## src/rtl/bg_render_pkg.sv

```systemverilog
// Shared types and constants for the background render path.
package bg_render_pkg;

    // Render sequencing states: wait for a request, wait for a frame start, render.
    typedef enum logic [1:0] {
        IDLE   = 2'd0,
        ARM    = 2'd1,
        ACTIVE = 2'd2
    } bg_state_t;

    // Cycles from a DrawX/DrawY/de sample to the matching colour and de_out.
    localparam int PIPE_LAT = 3;

    // Default source image geometry (QVGA upscaled to VGA).
    localparam int IMG_W_DEFAULT = 320;
    localparam int IMG_H_DEFAULT = 240;

    // Packed {red, green, blue}, 4 bits each.
    typedef logic [11:0] rgb12_t;

endpackage

```

## src/rtl/bg_addr_gen.sv

```systemverilog
// Raster-to-ROM address generation for the background image.
// The row base is built by accumulation so no multiplier is needed.
module bg_addr_gen
    import bg_render_pkg::*;
#(
    parameter int IMG_W       = IMG_W_DEFAULT,
    parameter int IMG_H       = IMG_H_DEFAULT,
    parameter int SCALE_SHIFT = 1,
    parameter int ADDR_W      = 17
) (
    input  logic              Clk,
    input  logic              Reset_n,
    input  logic [9:0]        DrawX,
    input  logic [9:0]        DrawY,
    input  logic              de,
    input  logic              render_en,
    output logic [ADDR_W-1:0] pix_addr,
    output logic              in_img
);

    localparam logic [ADDR_W-1:0] ROW_STEP = ADDR_W'(IMG_W);
    localparam logic [10:0]       IMG_W_L  = 11'(IMG_W);
    localparam logic [10:0]       IMG_H_L  = 11'(IMG_H);
    // Selects the DrawY bits that count repeats of the same source row.
    localparam logic [9:0]        SUB_MASK = 10'((1 << SCALE_SHIFT) - 1);

    logic [9:0]        col;
    logic [9:0]        src_row;
    logic              frame_start;
    logic              new_src_row;
    logic              col_ok;
    logic              row_ok;
    logic [ADDR_W-1:0] row_base_q;
    logic [ADDR_W-1:0] row_base_d;

    assign col         = DrawX >> SCALE_SHIFT;
    assign src_row     = DrawY >> SCALE_SHIFT;
    assign frame_start = (DrawX == 10'd0) && (DrawY == 10'd0);
    assign new_src_row = (DrawX == 10'd0) && (DrawY != 10'd0)
                       && ((DrawY & SUB_MASK) == 10'd0);
    assign col_ok      = {1'b0, col} < IMG_W_L;
    assign row_ok      = {1'b0, src_row} < IMG_H_L;

    // Row base clears at frame start and steps by one image row at each new
    // source row; it freezes once the raster has left the image vertically.
    always_comb begin
        row_base_d = row_base_q;
        if (frame_start) begin
            row_base_d = '0;
        end else if (new_src_row && row_ok) begin
            row_base_d = row_base_q + ROW_STEP;
        end
    end

    // Row base register.
    always_ff @(posedge Clk or negedge Reset_n) begin
        if (!Reset_n) begin
            row_base_q <= '0;
        end else begin
            row_base_q <= row_base_d;
        end
    end

    // The updated base is used for the current pixel so the first pixel of a
    // new source row already addresses that row.
    assign pix_addr = row_base_d + ADDR_W'(col);
    assign in_img   = col_ok && row_ok && de && render_en;

endmodule

```

## src/rtl/bg_render_ctrl.sv

```systemverilog
// Background render controller: frame-aligned enable FSM, ROM address
// stage, palette interface and registered RGB output, 3-cycle latency.
module bg_render_ctrl
    import bg_render_pkg::*;
#(
    parameter int     IMG_W       = IMG_W_DEFAULT,
    parameter int     IMG_H       = IMG_H_DEFAULT,
    parameter int     SCALE_SHIFT = 1,
    parameter int     ADDR_W      = 17,
    parameter rgb12_t BORDER_RGB  = 12'h000
) (
    input  logic              Clk,
    input  logic              Reset_n,
    input  logic              en,
    input  logic [9:0]        DrawX,
    input  logic [9:0]        DrawY,
    input  logic              de,
    output logic [ADDR_W-1:0] rom_addr,
    input  logic [4:0]        rom_data,
    output logic [4:0]        pal_index,
    input  logic [11:0]       pal_rgb,
    output logic [3:0]        red,
    output logic [3:0]        green,
    output logic [3:0]        blue,
    output logic              de_out,
    output logic              active
);

    bg_state_t             state_q;
    bg_state_t             state_d;
    logic                  active_q;
    logic                  active_d;
    logic                  frame_start;

    logic [ADDR_W-1:0]     pix_addr;
    logic                  in_img;

    logic [ADDR_W-1:0]     rom_addr_q;
    logic [ADDR_W-1:0]     rom_addr_d;
    logic                  s1_img_q;
    logic                  s1_img_d;
    logic                  s2_img_q;
    logic                  s2_img_d;
    rgb12_t                rgb_q;
    rgb12_t                rgb_d;
    logic [PIPE_LAT-1:0]   de_pipe_q;
    logic [PIPE_LAT-1:0]   de_pipe_d;

    assign frame_start = (DrawX == 10'd0) && (DrawY == 10'd0);

    // Next state: enable changes only take effect at a frame start, so a
    // frame is either rendered completely or not at all.
    always_comb begin
        state_d = state_q;
        unique case (state_q)
            IDLE: begin
                if (en) begin
                    state_d = ARM;
                end
            end
            ARM: begin
                if (!en) begin
                    state_d = IDLE;
                end else if (frame_start) begin
                    state_d = ACTIVE;
                end
            end
            ACTIVE: begin
                if (frame_start && !en) begin
                    state_d = IDLE;
                end
            end
            default: begin
                state_d = IDLE;
            end
        endcase
        active_d = (state_d == ACTIVE);
    end

    // State and active flag registers.
    always_ff @(posedge Clk or negedge Reset_n) begin
        if (!Reset_n) begin
            state_q  <= IDLE;
            active_q <= 1'b0;
        end else begin
            state_q  <= state_d;
            active_q <= active_d;
        end
    end

    // The in-image decision uses the next state, so pixel (0,0) of the first
    // rendered frame is already drawn and the first pixel after disabling is not.
    bg_addr_gen #(
        .IMG_W       (IMG_W),
        .IMG_H       (IMG_H),
        .SCALE_SHIFT (SCALE_SHIFT),
        .ADDR_W      (ADDR_W)
    ) u_addr_gen (
        .Clk       (Clk),
        .Reset_n   (Reset_n),
        .DrawX     (DrawX),
        .DrawY     (DrawY),
        .de        (de),
        .render_en (state_d == ACTIVE),
        .pix_addr  (pix_addr),
        .in_img    (in_img)
    );

    // Pipeline next values: address holds outside the image, flags shift,
    // colour stage picks the palette colour or the border.
    always_comb begin
        rom_addr_d = in_img ? pix_addr : rom_addr_q;
        s1_img_d   = in_img;
        s2_img_d   = s1_img_q;
        rgb_d      = s2_img_q ? rgb12_t'(pal_rgb) : BORDER_RGB;
        de_pipe_d  = {de_pipe_q[PIPE_LAT-2:0], de};
    end

    // Pipeline registers; stage 2 data lives in the ROM's own output register.
    always_ff @(posedge Clk or negedge Reset_n) begin
        if (!Reset_n) begin
            rom_addr_q <= '0;
            s1_img_q   <= 1'b0;
            s2_img_q   <= 1'b0;
            rgb_q      <= BORDER_RGB;
            de_pipe_q  <= '0;
        end else begin
            rom_addr_q <= rom_addr_d;
            s1_img_q   <= s1_img_d;
            s2_img_q   <= s2_img_d;
            rgb_q      <= rgb_d;
            de_pipe_q  <= de_pipe_d;
        end
    end

    // Index is gated by the stage-2 flag so it reads 0 from reset and
    // whenever the ROM word belongs to a border pixel.
    assign pal_index = s2_img_q ? rom_data : 5'd0;
    assign rom_addr  = rom_addr_q;
    assign red       = rgb_q[11:8];
    assign green     = rgb_q[7:4];
    assign blue      = rgb_q[3:0];
    assign de_out    = de_pipe_q[PIPE_LAT-1];
    assign active    = active_q;

endmodule

```

## config.mk

```make
export PLATFORM = sky130hd
export DESIGN_NAME = bg_render_ctrl
export DESIGN_NICKNAME = d
export VERILOG_FILES = /design/src/rtl/bg_render_pkg.sv /design/src/rtl/bg_addr_gen.sv /design/src/rtl/bg_render_ctrl.sv
export SDC_FILE = /design/constraint.sdc
export NUM_CORES = 1
export LEC_CHECK = 0
export CORE_MARGIN = 2
export CORE_UTILIZATION = 51
export DETAILED_ROUTE_END_ITERATION = 8
export PLACE_DENSITY = 0.85
export SETUP_SLACK_MARGIN = 0.02
export SYNTH_ARGS = -nofsm -noshare
export SYNTH_HDL_FRONTEND = slang
export SYNTH_SLANG_ARGS = --single-unit
```

## constraint.sdc

```tcl
create_clock -name Clk -period 3.8 [get_ports Clk]
set_input_delay 0.76 -clock Clk [delete_from_list [all_inputs] [get_ports Clk]]
set_output_delay 0.76 -clock Clk [all_outputs]
set_load 0.03 [all_outputs]
```

# Yosys cells after proc, flatten, opt, wreduce, memory -nomap -nowiden
# Cells that the tools add are included.
[totals]
output_inout_bits = 36
in_bits = 41
reg_bits = 54
word_cells = 38
[op_classes]
add_sub_neg = 2
eq_ne = 3
order_cmp = 2
reduce_logical = 14
n_mux = 9
[op_table]
columns = ["op", "count"]
rows = [
  ["$mux W17", 2],
  ["$logic_not A10 Y1", 3],
  ["$add A17 B9 Y17", 1],
  ["$add A17 B9 Y17 const B", 1],
  ["$mux W12", 1],
  ["$reduce_bool A10 Y1", 1],
  ["$lt A9 B8 Y1 const B", 1],
  ["$lt A9 B9 Y1 const B", 1],
  ["$logic_and A1 B1 Y1", 8],
  ["$mux W2", 4],
  ["$pmux W2 S3", 1],
  ["$mux W5", 1],
  ["$eq A2 B2 Y1 const B", 2],
  ["$eq A2 B1 Y1 const B", 1],
  ["$logic_not A2 Y1", 1],
  ["$logic_not A1 Y1", 1],
]

# Depth between registers and ports, before layout
[logic_depth]
word_depth = 7
ltp_mapped = 14
depth_no_buf = 13

# Hierarchy
# Synthesis repeated with hierarchy kept, for this count alone.
[unflattened]
hier_cells = 261
hier_area_um2 = 2864.0
[modules_own_cells]
columns = ["module", "area_each_um2", "seq_area_each_um2", "cells_per_inst", "instances"]
rows = [
  ["bg_addr_gen", 1508.9, 425.4, 172, 1],
  ["bg_render_ctrl", 1355.0, 925.9, 89, 1],
]

# Worst setup path after synthesis
# OpenSTA, ideal clock, no wires.
[synth_path]
path_type = "input to register"
from = "input port DrawY[1]"
to = "register rom_addr_q[16], in the netlist rom_addr[16]"
arrival_time_ns = 3.792
setup_time_ns = 0.087
cell_stages = 14
slack_ns = -0.079
required_ns = 3.713
path_buffers = 1
cell_sequence = "nor4_1 and4_1 nand2b_1 clkbuf_1 and2_1 ha_1 fa_1 a211oi_1 o21ai_0 a21o_1 a31o_2 and3_1 a311o_1 o211ai_1"
[synth_via]
elab_chain_cells = 7
word_cells_on_any_way = 19
cone_classes = "1 x add/sub; 1 x order compare; 1 x eq/ne; 6 x mux; 10 x reduce/logical"
[synth_lines]
columns = ["item", "line", "rtl"]
rows = [
  ["from (decl)", "bg_render_ctrl.sv:16", "input logic [9:0] DrawY,"],
  ["branches (longest 5 deep; another with $lt A9 B8 Y1)", "-", ""],
  ["$mux W17 *", "bg_addr_gen.sv:48", "if (frame_start) begin"],
  ["named net u_addr_gen.row_base_d[0]", "bg_addr_gen.sv:34", "logic [ADDR_W-1:0] row_base_d;"],
  ["$add A17 B9 Y17 *", "bg_addr_gen.sv:66", "assign pix_addr = row_base_d + ADDR_W'(col);"],
  ["to (signal assigned)", "bg_render_ctrl.sv:128", "rom_addr_q <= rom_addr_d;"],
  ["to (decl)", "bg_render_ctrl.sv:38", "logic [ADDR_W-1:0] rom_addr_q;"],
]
# Mark *: on every way through the listed nets, which the timed path passes.
# A chain may end at the register's enable or synchronous reset.

# Final worst setup path
[layout_path]
from = "input port DrawX[8]"
to = "register rom_addr_q[16], in the netlist rom_addr[16]"
[layout_via]
elab_chain_cells = 7
word_cells_on_any_way = 18
cone_classes = "1 x add/sub; 1 x order compare; 1 x eq/ne; 6 x mux; 9 x reduce/logical"
[layout_lines]
columns = ["item", "line", "rtl"]
rows = [
  ["from (decl)", "bg_render_ctrl.sv:15", "input logic [9:0] DrawX,"],
  ["$logic_not A10 Y1 *", "bg_addr_gen.sv:38, bg_addr_gen.sv:39", ""],
  ["$logic_and A1 B1 Y1", "bg_addr_gen.sv:39", "assign new_src_row = (DrawX == 10'd0) && (DrawY != 10'd0)"],
  ["$logic_and A1 B1 Y1", "bg_addr_gen.sv:40", "&& ((DrawY & SUB_MASK) == 10'd0);"],
  ["$logic_and A1 B1 Y1", "bg_addr_gen.sv:50", "end else if (new_src_row && row_ok) begin"],
  ["$mux W17", "bg_addr_gen.sv:50", ""],
  ["$mux W17 *", "bg_addr_gen.sv:48", ""],
  ["named net u_addr_gen.row_base_d[6]", "bg_addr_gen.sv:34", ""],
  ["$add A17 B9 Y17 *", "bg_addr_gen.sv:66", ""],
]
# The timed path passes the listed nets; every way through them passes the cells marked *.

==> impl_metrics.toml <==
[worst_setup_path]
cp-end-kind = "flop"
cp-start-kind = "primary input"
worstPathRequired_ps = 4030
path_max_fanout = 3
cp.arrival_ps = 3960
crit_type = "in2reg"

[yosys]
syn_area_sq_mm = 0.00270
syn-num-nets = 316
yosysWarningCount = 0
synthArstFlopShare_pct = 100
yosysTopAreaCell = "dfrtp_1"
synth_flop_cell = "dfrtp_1"
ys_seq_area_share_pct = 50.0
synth_edf_count = 0
ys_ff_latch = 54
syn_inst = 264
avgSynthCellArea_sq_um = 10.2
yosysTopAreaCellShare_pct = 50.0
synth_area_leaders = "dfrtp_1 (50%), and2_1 (5.8%), ha_1 (4.6%)"
yosysUniqueCellTypes = 49

[detailed_routing]
remaining_drc_errors = 0
via_per_inst = 5.81
wirelength_mm = 8.96
drtIter0Drc = 245
dr.pass1.iters = 5
vias = 2790
ant_nets = 0
routedWlPerCell_um = 18.7

[sta]
worst_slew_pin_slew_ps = 921
finalSetupTns_ps = 0
fin_crit_ps = 3730
finClkSkew_ps = 7.59
setup_viol = 0
hold-worst-slack_ps = 362
slew_headroom_pct = 38.6
finalHoldViolCount = 0
final_max_slew_viol_count = 0
fin_crit_sh_pct = 98.1
fmax_mhz = 268
worst_slack_ps = 72.3

[grt]
grt_antenna_before_repair = 0
grt_pass1_vias = 2676
grt_pass1_wl_mm = 12.6
grt_overflow = 0
grtUsageTotal_pct = 26.7
grt_max_degree = 40

[clocking]
clkTransAtPathRegs_ps = 100
cts_tree = "done"
cts_buffer_depth = 2
numCtsBuffers = 5
cts_root_buffer = "clkbuf_8"
htreeDepth = 2
clock-sinks = 54
clock_latency_ps = 320

[final_layout]
final_core_utilization_pct = 83.6
nets = 461
layout.cells.most_common = "buf_4"
stdcell_count = 480
antenna_cells = 0
design_area_sq_mm = 0.00427
mostFrequentLayoutCells = "buf_4 (69), clkdlybuf4s50_1 (59), dfrtp_1 (54), and2_1 (24), nand2_1 (23)"
layout-area-overhead-vs-synth_pct = 57.9
drive_gt1_share_pct = 25.4

[placement]
postPlaceCellArea_sq_mm = 0.00385
place_congestion = 0.877
io_buffers = 76
post-place-ws_ps = -459
placed_cells = 446
hpwlAfterDp_mm = 5.25

[pwr]
vdd_drop_max_mv = 0.151
power.leakage_nw = 2.11
p_per_area_mw_per_mm2 = 239
total_power_mw = 1.02

[floorplanning]
fp.dieH_um = 76.8
start_util_pct = 52.9
dieWidth_um = 76.8
die-area_sq_mm = 0.00590
core_sq_mm = 0.00511
rows = 26
ios = 77

[worst_hold_path]
min_path_type = "reg2reg"

[flow_run]
maxCapViolations = 0

[run_status]
status = "complete, no violations"
## cell usage after synthesis, drive strengths merged, types with 2 or more instances
master,instances
or4,5
xnor2,5
nand2b,2
and2,25
nand2,23
ha,10
a31oi,3
xor2,8
nor3,6
nand3,6
mux2,2
o211ai,2
nand4,4
a211oi,2
and4,4
o21ai,23
a21o,5
buf,2
o21a,2
mux2i,2
inv,5
clkbuf,5
a21oi,8
o31ai,6
nor4,6
and3,2
dfrtp,54
nor2,22
## cell families (layout without fill, tap and decap cells)
logic type               after synthesis  count (layout)  share of synthesized area, %
buffers and inverters                 12             158                          1.71
AND/OR/NAND/NOR                      112             112                          23.0
adder cells (fa/ha/maj)               11              11                          5.37
AO/OA/AOI/OAI                         58              58                          13.7
XOR/XNOR                              13              13                          4.21
multiplexers                           4               4                          2.04
flip-flops                            54              54                          50.0
## worst paths after layout
| check | start | endpoint | slack (ps) | depth (start not counted) |
|---|---|---|---|---|
| min reg2reg | s1_img_q | s2_img_q | 360 | 0 |
| max | DrawX[8] | rom_addr[16] | 70 | 14 |
| min in group asynchronous | Reset_n | de_pipe_q[1] | 560 | 1 |
| max in group asynchronous | Reset_n | rom_addr[9] | 2460 | 2 |
| max reg2reg | u_addr_gen.row_base_q[0] | rom_addr[16] | 1000 | 10 |
| min | s1_img_q | s2_img_q | 360 | 0 |
## routing by layer
layer | share of wire (%) | wire [um] | global-route usage (%)
met1 | 37 | 3330 | 31.2
met4 | 3.9 | 352 | 12.2
met3 | 5.6 | 498 | 4.82
met2 | 53 | 4780 | 47.6
met5 | 0 | 0 | 0
## critical path: stages
cell and delay [ps]:
clkdlybuf4s50_1 450, buf_4 180, nor4_2 280, nand4b_1 220
nor2_2 190, xnor2_1 100, nor2_1 220, ha_1 310
o21a_1 140, a21o_1 180, a31o_2 270, and3_1 210
a311o_1 320, o211ai_1 110
## cell type report
cell class,instances,area [sq um]
fillers,283,838
multi-input cells,198,1410
well taps,70,87.6
inverters,5,18.8
clock inverters,3,21.3
clock buffers,5,68.8
repair buffers,145,1310
flip-flops and latches,54,1350
## where the power goes
group          total [mW]  internal [mW]  switching, mW
registers           0.578          0.577        0.00120
logic               0.113         0.0638         0.0493
clock network       0.330          0.130          0.200
## flip-flops by register name, indices dropped and copies added, names as in the netlist
register and flops:
u_addr_gen.row_base_q 17, s1_img_q 1, rom_addr 17, rgb_q 12
de_pipe_q 3, s2_img_q 1, state_q 2, active 1
## repair_timing
action | 4_1_cts | 5_1_grt
setup endpoints to repair | 7 | 18
resized for setup | 4 | 36
hold endpoints to repair | 0 | 0
pin swaps | 11 | 20
hold buffers | 0 | 0
setup buffers | 19 | 7
(Power assumes the default switching activity.)
